--- src/rtl/regfile_mp_sb.sv ---
// Multi-read-port integer register file with a per-register busy scoreboard.
// Decode reads operands and allocates destinations. Writeback writes results
// and retires the matching busy bit. A write can be forwarded to a read of the
// same register in the same cycle. Register 0 can be hardwired to zero.
module regfile_mp_sb #(
   parameter int XLEN     = 64,
   parameter int ADDR_W   = 5,
   parameter int NUM_RD   = 2,
   parameter int RD_LAT   = 0,
   parameter int BYPASS   = 1,
   parameter int ZERO_REG = 1
) (
   input  logic                     clk,
   input  logic                     rst,
   input  logic [NUM_RD*ADDR_W-1:0] rd_addr,
   output logic [NUM_RD*XLEN-1:0]   rd_data,
   output logic [NUM_RD-1:0]        rd_busy,
   input  logic                     wr_en,
   input  logic [ADDR_W-1:0]        wr_addr,
   input  logic [XLEN-1:0]          wr_data,
   input  logic                     alloc_en,
   input  logic [ADDR_W-1:0]        alloc_addr,
   output logic [ADDR_W:0]          busy_cnt
);

   localparam int NUM_REGS = 2**ADDR_W;

   logic [XLEN-1:0]     regs [NUM_REGS];
   logic [NUM_REGS-1:0] busy;
   logic [NUM_REGS-1:0] busy_nxt;
   logic                wr_ok;
   logic                alloc_ok;

   // Writes and allocations that target a hardwired x0 are discarded.
   assign wr_ok    = wr_en    && !((ZERO_REG != 0) && (wr_addr    == '0));
   assign alloc_ok = alloc_en && !((ZERO_REG != 0) && (alloc_addr == '0));

   function automatic logic [ADDR_W:0] popcount(input logic [NUM_REGS-1:0] v);
      logic [ADDR_W:0] cnt;
      cnt = '0;
      for (int i = 0; i < NUM_REGS; i++) begin
         cnt = cnt + {{ADDR_W{1'b0}}, v[i]};
      end
      return cnt;
   endfunction

   // Register storage: writeback updates one entry per cycle.
   always_ff @(posedge clk or posedge rst) begin
      if (rst) begin
         for (int i = 0; i < NUM_REGS; i++) begin
            regs[i] <= '0;
         end
      end else if (wr_ok) begin
         regs[wr_addr] <= wr_data;
      end
   end

   // Next scoreboard state: the retiring write clears first and a new
   // allocation sets afterwards, so a same-address pair leaves the entry busy.
   always_comb begin
      busy_nxt = busy;
      if (wr_en) begin
         busy_nxt[wr_addr] = 1'b0;
      end
      if (alloc_ok) begin
         busy_nxt[alloc_addr] = 1'b1;
      end
   end

   // Scoreboard and its population count; the count is taken from the next
   // state so that it always matches the registered busy vector.
   always_ff @(posedge clk or posedge rst) begin
      if (rst) begin
         busy     <= '0;
         busy_cnt <= '0;
      end else begin
         busy     <= busy_nxt;
         busy_cnt <= popcount(busy_nxt);
      end
   end

   for (genvar p = 0; p < NUM_RD; p++) begin : g_rd
      logic [ADDR_W-1:0] addr;
      logic [XLEN-1:0]   val;
      logic              bsy;

      assign addr = rd_addr[p*ADDR_W +: ADDR_W];

      // Per-port read value: zero register, then same-cycle forward, then storage.
      always_comb begin
         val = regs[addr];
         bsy = busy[addr];
         if ((ZERO_REG != 0) && (addr == '0)) begin
            val = '0;
            bsy = 1'b0;
         end else if ((BYPASS != 0) && wr_en && (wr_addr == addr)) begin
            val = wr_data;
            bsy = 1'b0;
         end
      end

      if (RD_LAT == 0) begin : g_comb
         assign rd_data[p*XLEN +: XLEN] = val;
         assign rd_busy[p]              = bsy;
      end else begin : g_reg
         logic [XLEN-1:0] val_q;
         logic            bsy_q;

         // Registered read port: value and busy visible one edge after the address.
         always_ff @(posedge clk or posedge rst) begin
            if (rst) begin
               val_q <= '0;
               bsy_q <= 1'b0;
            end else begin
               val_q <= val;
               bsy_q <= bsy;
            end
         end

         assign rd_data[p*XLEN +: XLEN] = val_q;
         assign rd_busy[p]              = bsy_q;
      end
   end

endmodule

--- config.mk ---
export PLATFORM = sky130hd
export DESIGN_NAME = regfile_mp_sb
export DESIGN_NICKNAME = d
export VERILOG_FILES = /design/src/rtl/regfile_mp_sb.sv
export SDC_FILE = /design/constraint.sdc
export NUM_CORES = 2
export LEC_CHECK = 0
export BUFFER_PORTS_ARGS = -buffer_cell sky130_fd_sc_hd__buf_4
export CAP_MARGIN = 40
export CORE_UTILIZATION = 30
export CTS_CLUSTER_DIAMETER = 30
export CTS_CLUSTER_SIZE = 28
export DETAILED_ROUTE_END_ITERATION = 16
export PLACE_DENSITY_LB_ADDON = 0.12
export SYNTH_ARGS = -nofsm -noshare
export SYNTH_HDL_FRONTEND = slang
export SYNTH_SLANG_ARGS = --single-unit
--- constraint.sdc ---
create_clock -name clk -period 109.8 [get_ports clk]
set_input_delay 0 -clock clk [delete_from_list [all_inputs] [get_ports clk]]
set_output_delay 0 -clock clk [all_outputs]
set_load 0.03 [all_outputs]
==> flow_metrics.py <==
metrics = {
    "run_status": {
        "status": "completed",
    },
    "grt": {
        "grt_pass1_vias": 84670,
        "antenna_found_initial": 59,
        "grt_usage": 0.265,
        "grt_pass1_wl_um": 700000,
        "grt_max_degree": 164,
        "grt_overflow": 0,
    },
    "setup_path": {
        "cp_data_required_time_ns": 110.73,
        "crit_start": "wr_en",
        "reg2reg_from": "busy[0]$_DFF_PP0_",
        "crit_arrival_ns": 7.14,
        "critPathKind": "input port to flip-flop",
        "start_kind": "input port",
        "path_max_fanout": 30,
        "reg2reg_slack_ns": 104.59,
        "end_kind": "flip-flop",
    },
    "sta": {
        "worst_slew_pin_slew_ns": 1.05,
        "rsz0062_at_grt": "false",
        "post-route-period-util": 0.0566,
        "tns_ns": 0,
        "hold_viol": 0,
        "min_period_ns": 6.21,
        "clock_skew_ns": 0.0196,
        "setup_violations": 0,
        "hold-worst-slack_ns": 0.0539,
        "relSlewSlack": 0.299,
        "slew_violations": 0,
        "fmax_mhz": 161,
    },
    "floorplanning": {
        "die_h_um": 612,
        "die_w_um": 612,
        "fp.coreArea_um2": 370000,
        "io_pins": 224,
        "start_util": 0.302,
        "fp-row-count": 223,
        "die-area_um2": 375000,
    },
    "yosys": {
        "synth_edf_count": 0,
        "synth-main-ff-cell": "dfrtp_1",
        "async_flop_share": 1.00,
        "synth_area_leaders": "dfrtp_1 (47%), mux4_2 (18%), mux2_2 (16%)",
        "syn-num-nets": 8641,
        "synth_seq_cells": 2086,
        "synth_top_family_by_area": "multiplexers",
        "synth_fa_ha_area_frac": 0.00508,
        "synthXorXnorAreaFrac": 0.00102,
        "ys.warnings.count": 0,
        "synth-compound-area-share": 0.0584,
        "synth.area.mux_share": 0.366,
        "synth_common_cells": "dfrtp_1 (2086), mux2_2 (1588), nand2_1 (1442)",
        "ys_types": 65,
        "synth_area_um2": 112000,
        "yosysTopAreaCell": "dfrtp_1",
        "synth_seq_area_share": 0.467,
        "synth.avg_cell_area_um2": 13.1,
        "postSynthCellCount": 8522,
        "yosysMostFrequentCell": "dfrtp_1",
        "synth_top_area_share": 0.467,
        "synthSimpleGateAreaFrac": 0.0624,
    },
    "clock_tree": {
        "cts_root_buffer": "clkbuf_16",
        "htree_levels": 6,
        "cts.sinks": 2086,
        "cts_tree": "built",
        "clk_pin_slew_ns": 0.04,
        "clk_path_buf_depth": 4,
        "cts_inserted_buffers": 579,
        "clock_latency_ns": 1.02,
        "cts_resized": 0,
    },
    "placement": {
        "dp_hpwl_um": 302000,
        "port_buffers": 223,
        "gp_congestion": 0.847,
    },
    "worst_hold_path": {
        "min-delay-start": "wr_data[28]",
        "hp-class": "input port to flip-flop",
    },
    "routing": {
        "drtIter0Drc": 7593,
        "via_per_inst": 5.72,
        "drcViolationCount": 0,
        "drt_wl_total_um": 501000,
        "ant_nets": 0,
        "vias": 81462,
        "wl_per_cell_um": 35.2,
        "firstDrtPassIters": 5,
    },
    "final_layout": {
        "fin_util": 0.381,
        "nets": 8940,
        "fill_cells": 34869,
        "drive_above_1_share": 0.437,
        "area_growth_pct": 26.2,
    },
    "job": {
        "maxCapViolations": 0,
    },
    "power_and_ir_drop": {
        "p_clk_frac": 0.510,
        "power_w": 0.00341,
        "p_switching_w": 0.000959,
        "intPower_w": 0.00245,
        "power.leakage_nw": 62.8,
        "swShare": 0.281,
        "combPwrFrac": 0.188,
        "p_seq_frac": 0.303,
        "powerDensity_nw_per_um2": 24.2,
        "ir_drop_uv": 32.1,
    },
}
==> path summary, 6_finish.rpt <==
path,to,cells past startpoint
worst max-delay path,busy_cnt[4]$_DFF_PP0_,21
worst min-delay path,regs[1052]$_DFFE_PP0P_,4
worst max register to register,busy_cnt[4]$_DFF_PP0_,14
worst min register to register,regs[1995]$_DFFE_PP0P_,0
max in group asynchronous,regs[1224]$_DFFE_PP0P_,10
min in group asynchronous,regs[1394]$_DFFE_PP0P_,4
==> sequential cells by signal, summed over array words and instances (netlist names) <==
register	count
busy_cnt	6
regs	2048
busy	32
==> timing repair <==
action,CTS,global route
hold buffers,134,0
endpoints found under the setup margin,0,0
endpoints found under the hold margin,2320,0
setup buffers,0,0
==> power by group through the flow <==
stage                     logic (W)  clock network (W)  registers (W)
final                      0.000640            0.00174        0.00103
after global routing       0.000694            0.00180        0.00105
after CTS                  0.000645            0.00176        0.00103
after detailed placement   0.000632                  0        0.00104
after global placement     0.000632                  0        0.00103
after floorplan            0.000460                  0        0.00101
==> cells in the final DEF, fill, tap and decap left out, types with 59 or more instances in the layout <==
| cell type | n |
|---|---|
| buf_4 | 429 |
| clkbuf_1 | 81 |
| mux4_2 | 900 |
| clkinv_2 | 97 |
| mux2_2 | 1588 |
| nor2_1 | 115 |
| o22ai_1 | 202 |
| mux2i_1 | 250 |
| a211oi_1 | 84 |
| a21oi_1 | 84 |
| clkbuf_16 | 590 |
| nand2_1 | 1412 |
| dlygate4sd3_1 | 134 |
| bufinv_16 | 64 |
| o21ai_0 | 124 |
| nor2b_1 | 59 |
| clkbuf_8 | 120 |
| a22oi_1 | 135 |
| dfrtp_1 | 2086 |
==> worst max-delay path, cell delays in order <==
cell and delay, ns:
dlygate4sd3_1 0.61, buf_4 0.22, nand2_1 0.08, dlygate4sd3_1 0.56
nor2_1 0.09, buf_4 0.27, nand2_4 0.54, a22o_1 0.41
inv_1 0.09, fa_1 0.43, fa_1 0.50, inv_1 0.06
fa_1 0.50, fa_1 0.59, fa_1 0.47, fa_1 0.47
ha_1 0.25, fa_1 0.47, a21o_1 0.18, a21oi_1 0.19
xnor2_1 0.14
==> logic make-up after synthesis <==
logic type	Yosys count
XOR/XNOR	13
AO/OA/AOI/OAI	912
flip-flops	2086
AND/OR/NAND/NOR	1743
multiplexers	2756
buffers and inverters	981
adder cells (fa/ha/maj)	31
==> metal layers <==
metal | global-route usage | up-vias | wire, µm
li1 | - | 32602 | -
met1 | 0.351 | 44455 | 211000
met2 | 0.420 | 3412 | 233000
met3 | 0.0536 | 977 | 33100
met4 | 0.112 | 16 | 23300
met5 | 0 | - | 115
==> through the flow <==
stage	area [µm²]	std cells	setup slack, ns
6_report	141000	14252	103.59
5_1_grt	141000	14246	103.29
4_1_cts	141000	14234	103.63
3_5_place_dp	119000	13056	103.39
3_3_place_gp	118000	12979	102.94
2_1_floorplan	112000	8522	50.87
==> area by class of cell <==
cell class,instances,area (µm²),area share
sequential,2086,52200,0.370
clock buffer,791,16700,0.119
tap,4950,6190,0.0439
multi-input combinational,5455,55500,0.393
inverter,44,178,0.00126
clock inverter,253,3530,0.0250
timing repair buffer,655,6660,0.0473
antenna,18,45.0,0.000319
Note: power is estimated with default switching activity, not from simulation.
